File: config.mk
export PLATFORM = sky130hd
export DESIGN_NAME = tribus4a_arb
export DESIGN_NICKNAME = d
export VERILOG_FILES = /design/src/rtl/tribus4a_arb.sv
export SDC_FILE = /design/constraint.sdc
export NUM_CORES = 1
export LEC_CHECK = 0
export ABC_AREA = 0
export CORE_ASPECT_RATIO = 1.4
export CORE_MARGIN = 4
export CORE_UTILIZATION = 43
export DETAILED_ROUTE_END_ITERATION = 16
export GPL_TIMING_DRIVEN = 1
export PLACE_DENSITY = 0.85
export SLEW_MARGIN = 10
export SYNTH_ARGS = -nofsm -noshare
export SYNTH_HDL_FRONTEND = slang
export SYNTH_SLANG_ARGS = --single-unit
File: constraint.sdc
create_clock -name CLK -period 2.4 [get_ports CLK]
set_input_delay 0.48 -clock CLK [delete_from_list [all_inputs] [get_ports CLK]]
set_output_delay 0.48 -clock CLK [all_outputs]
set_load 0.02 [all_outputs]
File: src/rtl/tribus4a_arb.sv
// Round-robin write arbiter and sequencer for the 4-port tribus4a bus block.
// One owner per bounded burst, registered strobes, one turnaround cycle between owners.
module tribus4a_arb #(
   parameter int AW       = 7,
   parameter int DW       = 8,
   parameter int MAXBURST = 4
) (
   input  logic            CLK,
   input  logic            RSTN,
   input  logic [3:0]      REQ,
   input  logic [4*DW-1:0] DIN,
   input  logic [4*AW-1:0] AIN,
   output logic [3:0]      GNT,
   output logic [1:0]      ENA,
   output logic            WREN1,
   output logic            WREN2,
   output logic            WREN3,
   output logic            WREN4,
   output logic [AW-1:0]   A,
   output logic [DW-1:0]   D,
   output logic            BUSY
);

   localparam logic [1:0] IDLE = 2'd0;
   localparam logic [1:0] XFER = 2'd1;
   localparam logic [1:0] GAP  = 2'd2;

   localparam logic [3:0] LASTCNT = 4'(MAXBURST - 1);

   logic [1:0] state;
   logic [1:0] ptr;
   logic [3:0] cnt;
   logic [3:0] wren;
   logic       winvalid;
   logic [1:0] winidx;
   logic       accept;

   // Scan from farthest to nearest so the first requester at or after ptr wins.
   always_comb begin
      winvalid = 1'b0;
      winidx   = ptr;
      for (int k = 3; k >= 0; k--) begin
         if (REQ[ptr + 2'(k)]) begin
            winvalid = 1'b1;
            winidx   = ptr + 2'(k);
         end
      end
   end

   assign accept = REQ[ENA];

   always_ff @(posedge CLK or negedge RSTN) begin
      if (!RSTN) begin
         state <= IDLE;
         ptr   <= 2'd0;
         cnt   <= 4'd0;
         GNT   <= 4'b0000;
         ENA   <= 2'd0;
         wren  <= 4'b0000;
         A     <= '0;
         D     <= '0;
      end else begin
         case (state)
            IDLE: begin
               wren <= 4'b0000;
               if (winvalid) begin
                  GNT   <= 4'b0001 << winidx;
                  ENA   <= winidx;
                  cnt   <= 4'd0;
                  state <= XFER;
               end
            end
            XFER: begin
               if (accept) begin
                  A    <= AIN[int'(ENA) * AW +: AW];
                  D    <= DIN[int'(ENA) * DW +: DW];
                  wren <= 4'b0001 << ENA;
                  if (cnt == LASTCNT) begin
                     state <= GAP;
                  end else begin
                     cnt <= cnt + 4'd1;
                  end
               end else begin
                  wren  <= 4'b0000;
                  state <= GAP;
               end
            end
            GAP: begin
               // The last word's strobe stays visible through this cycle.
               GNT   <= 4'b0000;
               ptr   <= ENA + 2'd1;
               wren  <= 4'b0000;
               state <= IDLE;
            end
            default: begin
               wren  <= 4'b0000;
               state <= IDLE;
            end
         endcase
      end
   end

   assign WREN1 = wren[0];
   assign WREN2 = wren[1];
   assign WREN3 = wren[2];
   assign WREN4 = wren[3];
   assign BUSY  = (state != IDLE);

endmodule
### Yosys cells after proc, flatten, opt, wreduce, memory -nomap -nowiden

Index checks and enable logic that the tools add are counted.

* flip-flop bits (word level): 33

* add/subtract/negate cells: 5
* $mul: 1
* order comparisons: 5
* eq/ne operators: 7
* shift-type cells: 4
* mux-type cells: 30
* reduce and logical (&&, ||, !) cells: 9

Operators with widths (number)
* $shiftx A32 B6 Y8: 1
* $shiftx A28 B6 Y7: 1
* $mux W4: 6
* $pmux W4 S2: 2
* $lt A2 B3 Y1 const B: 5
* $mux W2: 7
* $bmux W1 S2: 5
* $mux W1: 9
* $reduce_and A2 Y1: 4
* $shl A1 B2 Y4 const A: 2
* $ne A2 B2 Y1 const B: 3
* $reduce_bool A2 Y1: 3
* $mul A2 B3 Y5 const B: 1
* $add A2 B1 Y2 const B: 2
* $add A2 B2 Y2 const B: 2
* $add A4 B1 Y4 const B: 1
* $eq A4 B2 Y1 const B: 1
* $pmux W2 S2: 1
* $reduce_and A4 Y1: 1
* $ne A3 B3 Y1 const B: 1
* $eq A2 B1 Y1 const B: 1
* $eq A2 B2 Y1 const B: 1
* $logic_not A2 Y1: 1

### Depth between registers and ports, before layout

* depth after elaboration: 10
* depth in mapped cells: 6
* mapped depth without buffers: 4

### Least setup slack after synthesis

No wires, ideal clock.

* kind: reg-to-reg
* start point: reg ENA[0]
* end point: reg A[0]
* data arrival time: 1.651 ns
* data required time: 2.275 ns
* path slack: 0.625 ns
* cell stages (with the launch flop): 6
* path buffers: 2
* period minus slack after synthesis: 1.775 ns
* cells stage by stage: dfrtp_1 > buf_4 > nand3b_1 > o22ai_2 > buf_4 > mux2_2

* word-level cells in the longest chain between the ends: 3
* elaborated cells on any way between the ends: 5

RTL lines
* from (decl): RTL line 14 `output logic [1:0] ENA,`
* from (signal assigned): RTL line 68 `ENA <= winidx;`
* parallel branches: the longest is 3 deep, another holds $mul A2 B3 Y5
* to (signal assigned): RTL line 75 `A <= AIN[int'(ENA) * AW +: AW];`
* to (decl): RTL line 19 `output logic [AW-1:0] A,`

Several ways; the timed one is not identified. The select of a mux whose other input is x is not followed.
A chain may end at the register's enable or synchronous reset.

### Final worst setup path

* start point: reg ENA[1]
* end point: out ENA[1]

No word-level cell between the ends.

==> impl_metrics.yaml <==
cells_and_area:
  fin_nets: 307
  n_antenna_cell: 0
  layout-drive-gt1-share_pct: 20.3
  area_delta_synth_final_pct: 58.6
  fin_util_pct: 72.5
outcome:
  status: "finished clean"
synth:
  syn_nets: 210
  ys_warn_count: 0
  synth.distinct_cells: 36
  ys_seq_elements: 33
  synthDominantCellAreaShare_pct: 44.9
  synth_ff_type: "dfrtp_1"
  yosys.area.top_type: "dfrtp_1"
  synthCells: 139
  async_flop_share_pct: 100
  syn_area_per_cell_sq_um: 13.2
  seq_area_frac_synth_pct: 44.9
  synth.area.top_cells: "dfrtp_1 45%, mux4_2 18%, mux2_2 9.8%, ha_1 3.4%, mux2i_1 2.7%"
  synth_edf_count: 0
  synth_most_common_cell: "dfrtp_1"
  yosys-top-cells-count: "33 x dfrtp_1, 16 x mux2_2, 15 x mux4_2"
  syn_area_sq_mm: 0.00184
timing:
  setup_viol: 0
  rsz0062_at_grt: "false"
  max_freq_ghz: 0.463
  min_period_ns: 2.16
  tightest_slew_ns: 0.550
  finalClockSkew_ns: 0.00161
  holdWs_ns: 0.491
  drv_slew: 0
  post-route-period-util_pct: 90.0
  final_hold_viol_count: 0
  tns_ns: 0
  maxSlewHeadroom_pct: 63.3
setup_path:
  crit_arrival_ns: 1.68
  cp-start-kind: "flip-flop"
  crit_family: "buffers and inverters"
  cp-end-kind: "output port"
  path_buf_inv: 1
  crit_type: "reg -> out"
  worstPathMaxFanout: 12
  required_ns: 1.92
  path_cells: "clkdlybuf4s50_1"
  slowest_delay_ns: 0.71
  cpMaxStageDelayCell: "clkdlybuf4s50_1"
power_and_ir_drop:
  p_int_mw: 2.09
  p_clk_share_pct: 13.3
  pwr-share-seq_pct: 29.9
  vdd_drop_max_uv: 794
  leakagePower_nw: 1.22
  p_sw_mw: 1.25
  power_frac_comb_pct: 56.8
  power_density_mw_per_mm2: 1140
  p_sw_share_pct: 37.4
floorplanning:
  start_util_pct: 45.8
  fp.dieArea_sq_mm: 0.00540
  die_w_um: 63.3
  rows: 27
  fp.coreArea_sq_mm: 0.00402
  die_y_um: 85.4
  ioPinCount: 92
cts:
  root_buffer: "clkbuf_8"
  cts_buffer_depth: 2
  post_cts_buffers: 0
  ctsResizeCount: 0
  cts.sink_count: 33
  htreeDepth: 2
  cts.clk_slew.worst_paths_ns: 0.06
  cts_tree: "done"
  cts_buffers: 5
  hold_buffers: 0
  clk_latency_ns: 0.28
place:
  globalplace.congestion: 0.833
  dp_hpwl_mm: 4.01
  io_buffers: 91
job:
  cap_violations: 0
routing:
  totalWireLength_mm: 5.29
  avgViaCountPerCell: 5.50
  dr.pass1.iters: 4
  via_count: 1540
  ant_nets: 0
  drt_iter0_markers: 31
  wl_per_cell_um: 18.9
  route.detailed.drc: 0
min_path:
  hold_path.class: "reg -> reg"
global_route:
  grt_pass1_vias: 1671
  grt_use_total_pct: 20.9
  grt_start_max_net_pins: 34
  grt.overflow.total: 0
  grt_pass1_wl_mm: 8.54
  antenna_found_initial: 0
==> power groups by stage <==
| stage | clock network, mW | logic [mW] | registers [mW] |
|---|---|---|---|
| floorplan | 0 | 0.949 | 1.16 |
| global placement | 0 | 1.84 | 0.990 |
| detailed placement | 0 | 1.90 | 1.00 |
| CTS | 0.461 | 1.92 | 0.999 |
| global route | 0.485 | 2.02 | 1.03 |
| finish | 0.445 | 1.90 | 0.998 |
==> layer usage <==
metal / part of all wire [%] / track usage [%] / up-vias
li1: - / - / 716
met1: 36 / 21.7 / 753
met2: 52 / 37.7 / 63
met3: 9.7 / 8.08 / 8
met4: 1.6 / 8.25 / 0
met5: 0 / 0 / -
==> area by class of cell <==
class | count | area, sq um
fill | 283 | 1100
timing repair buffer | 97 | 968
multi-input combinational | 94 | 948
sequential | 33 | 826
clock buffer | 7 | 96.3
tap | 43 | 53.8
inverter | 5 | 18.8
clock inverter | 1 | 5.00
==> state kept, by name (all words and copies together) (netlist names) <==
| signal | cells |
|---|---|
| wren | 4 |
| GNT | 4 |
| A | 7 |
| cnt | 4 |
| state | 2 |
| D | 8 |
| ptr | 2 |
| ENA | 2 |
==> placed cells by master, fill, tap and decap left out <==
master / count
clkdlybuf4s50_1: 91
dfrtp_1: 33
mux2_2: 16
mux4_2: 15
nand2_1: 11
clkbuf_8: 7
inv_1: 5
mux2i_1: 5
and2_1: 5
ha_1: 5
buf_4: 5
nand3_1: 3
nor2_1: 3
nand2b_1: 3
o21ai_0: 2
a21o_1: 2
a21oi_1: 2
nor2b_1: 2
nor3b_1: 2
nor3_1: 2
a32o_1: 2
o31ai_1: 2
nand3b_1: 1
or3b_1: 1
o22ai_2: 1
or2_2: 1
o22ai_1: 1
or3b_2: 1
a21boi_0: 1
o21a_1: 1
or3_1: 1
nor4_1: 1
a311oi_1: 1
nand4_1: 1
clkinv_2: 1
buf_12: 1
==> path summary, 6_finish.rpt <==
check                          from        to  slack (ns)  cells after the start
max                          ENA[1]    ENA[1]        0.24                      1
min                        state[1]  state[1]        0.49                      1
max reg2reg                  ENA[0]      D[7]        0.50                      5
min reg2reg                state[1]  state[1]        0.49                      1
max in group asynchronous      RSTN    ENA[1]        1.50                      2
min in group asynchronous      RSTN      D[4]        0.61                      2
==> per-stage QoR <==
step	instance area [sq um]	instances	power, mW	setup slack (ns)
final	2920	280	3.34	0.240
after global routing	2920	280	3.54	0.188
after CTS	2920	280	3.38	0.235
after detailed placement	2820	272	2.90	0.302
after global placement	2820	272	2.83	0.348
after floorplan	1840	139	2.11	0.625
==> cells by family (layout without fill, tap and decap cells) <==
logic type	after synthesis	after routing	synth area share, %
adder cells (fa/ha/maj)	5	5	3.40
buffers and inverters	12	110	3.54
multiplexers	36	36	30.9
flip-flops	33	33	44.9
AO/OA/AOI/OAI	15	15	6.12
AND/OR/NAND/NOR	38	38	11.2
Power figures use the tool's default switching activity.
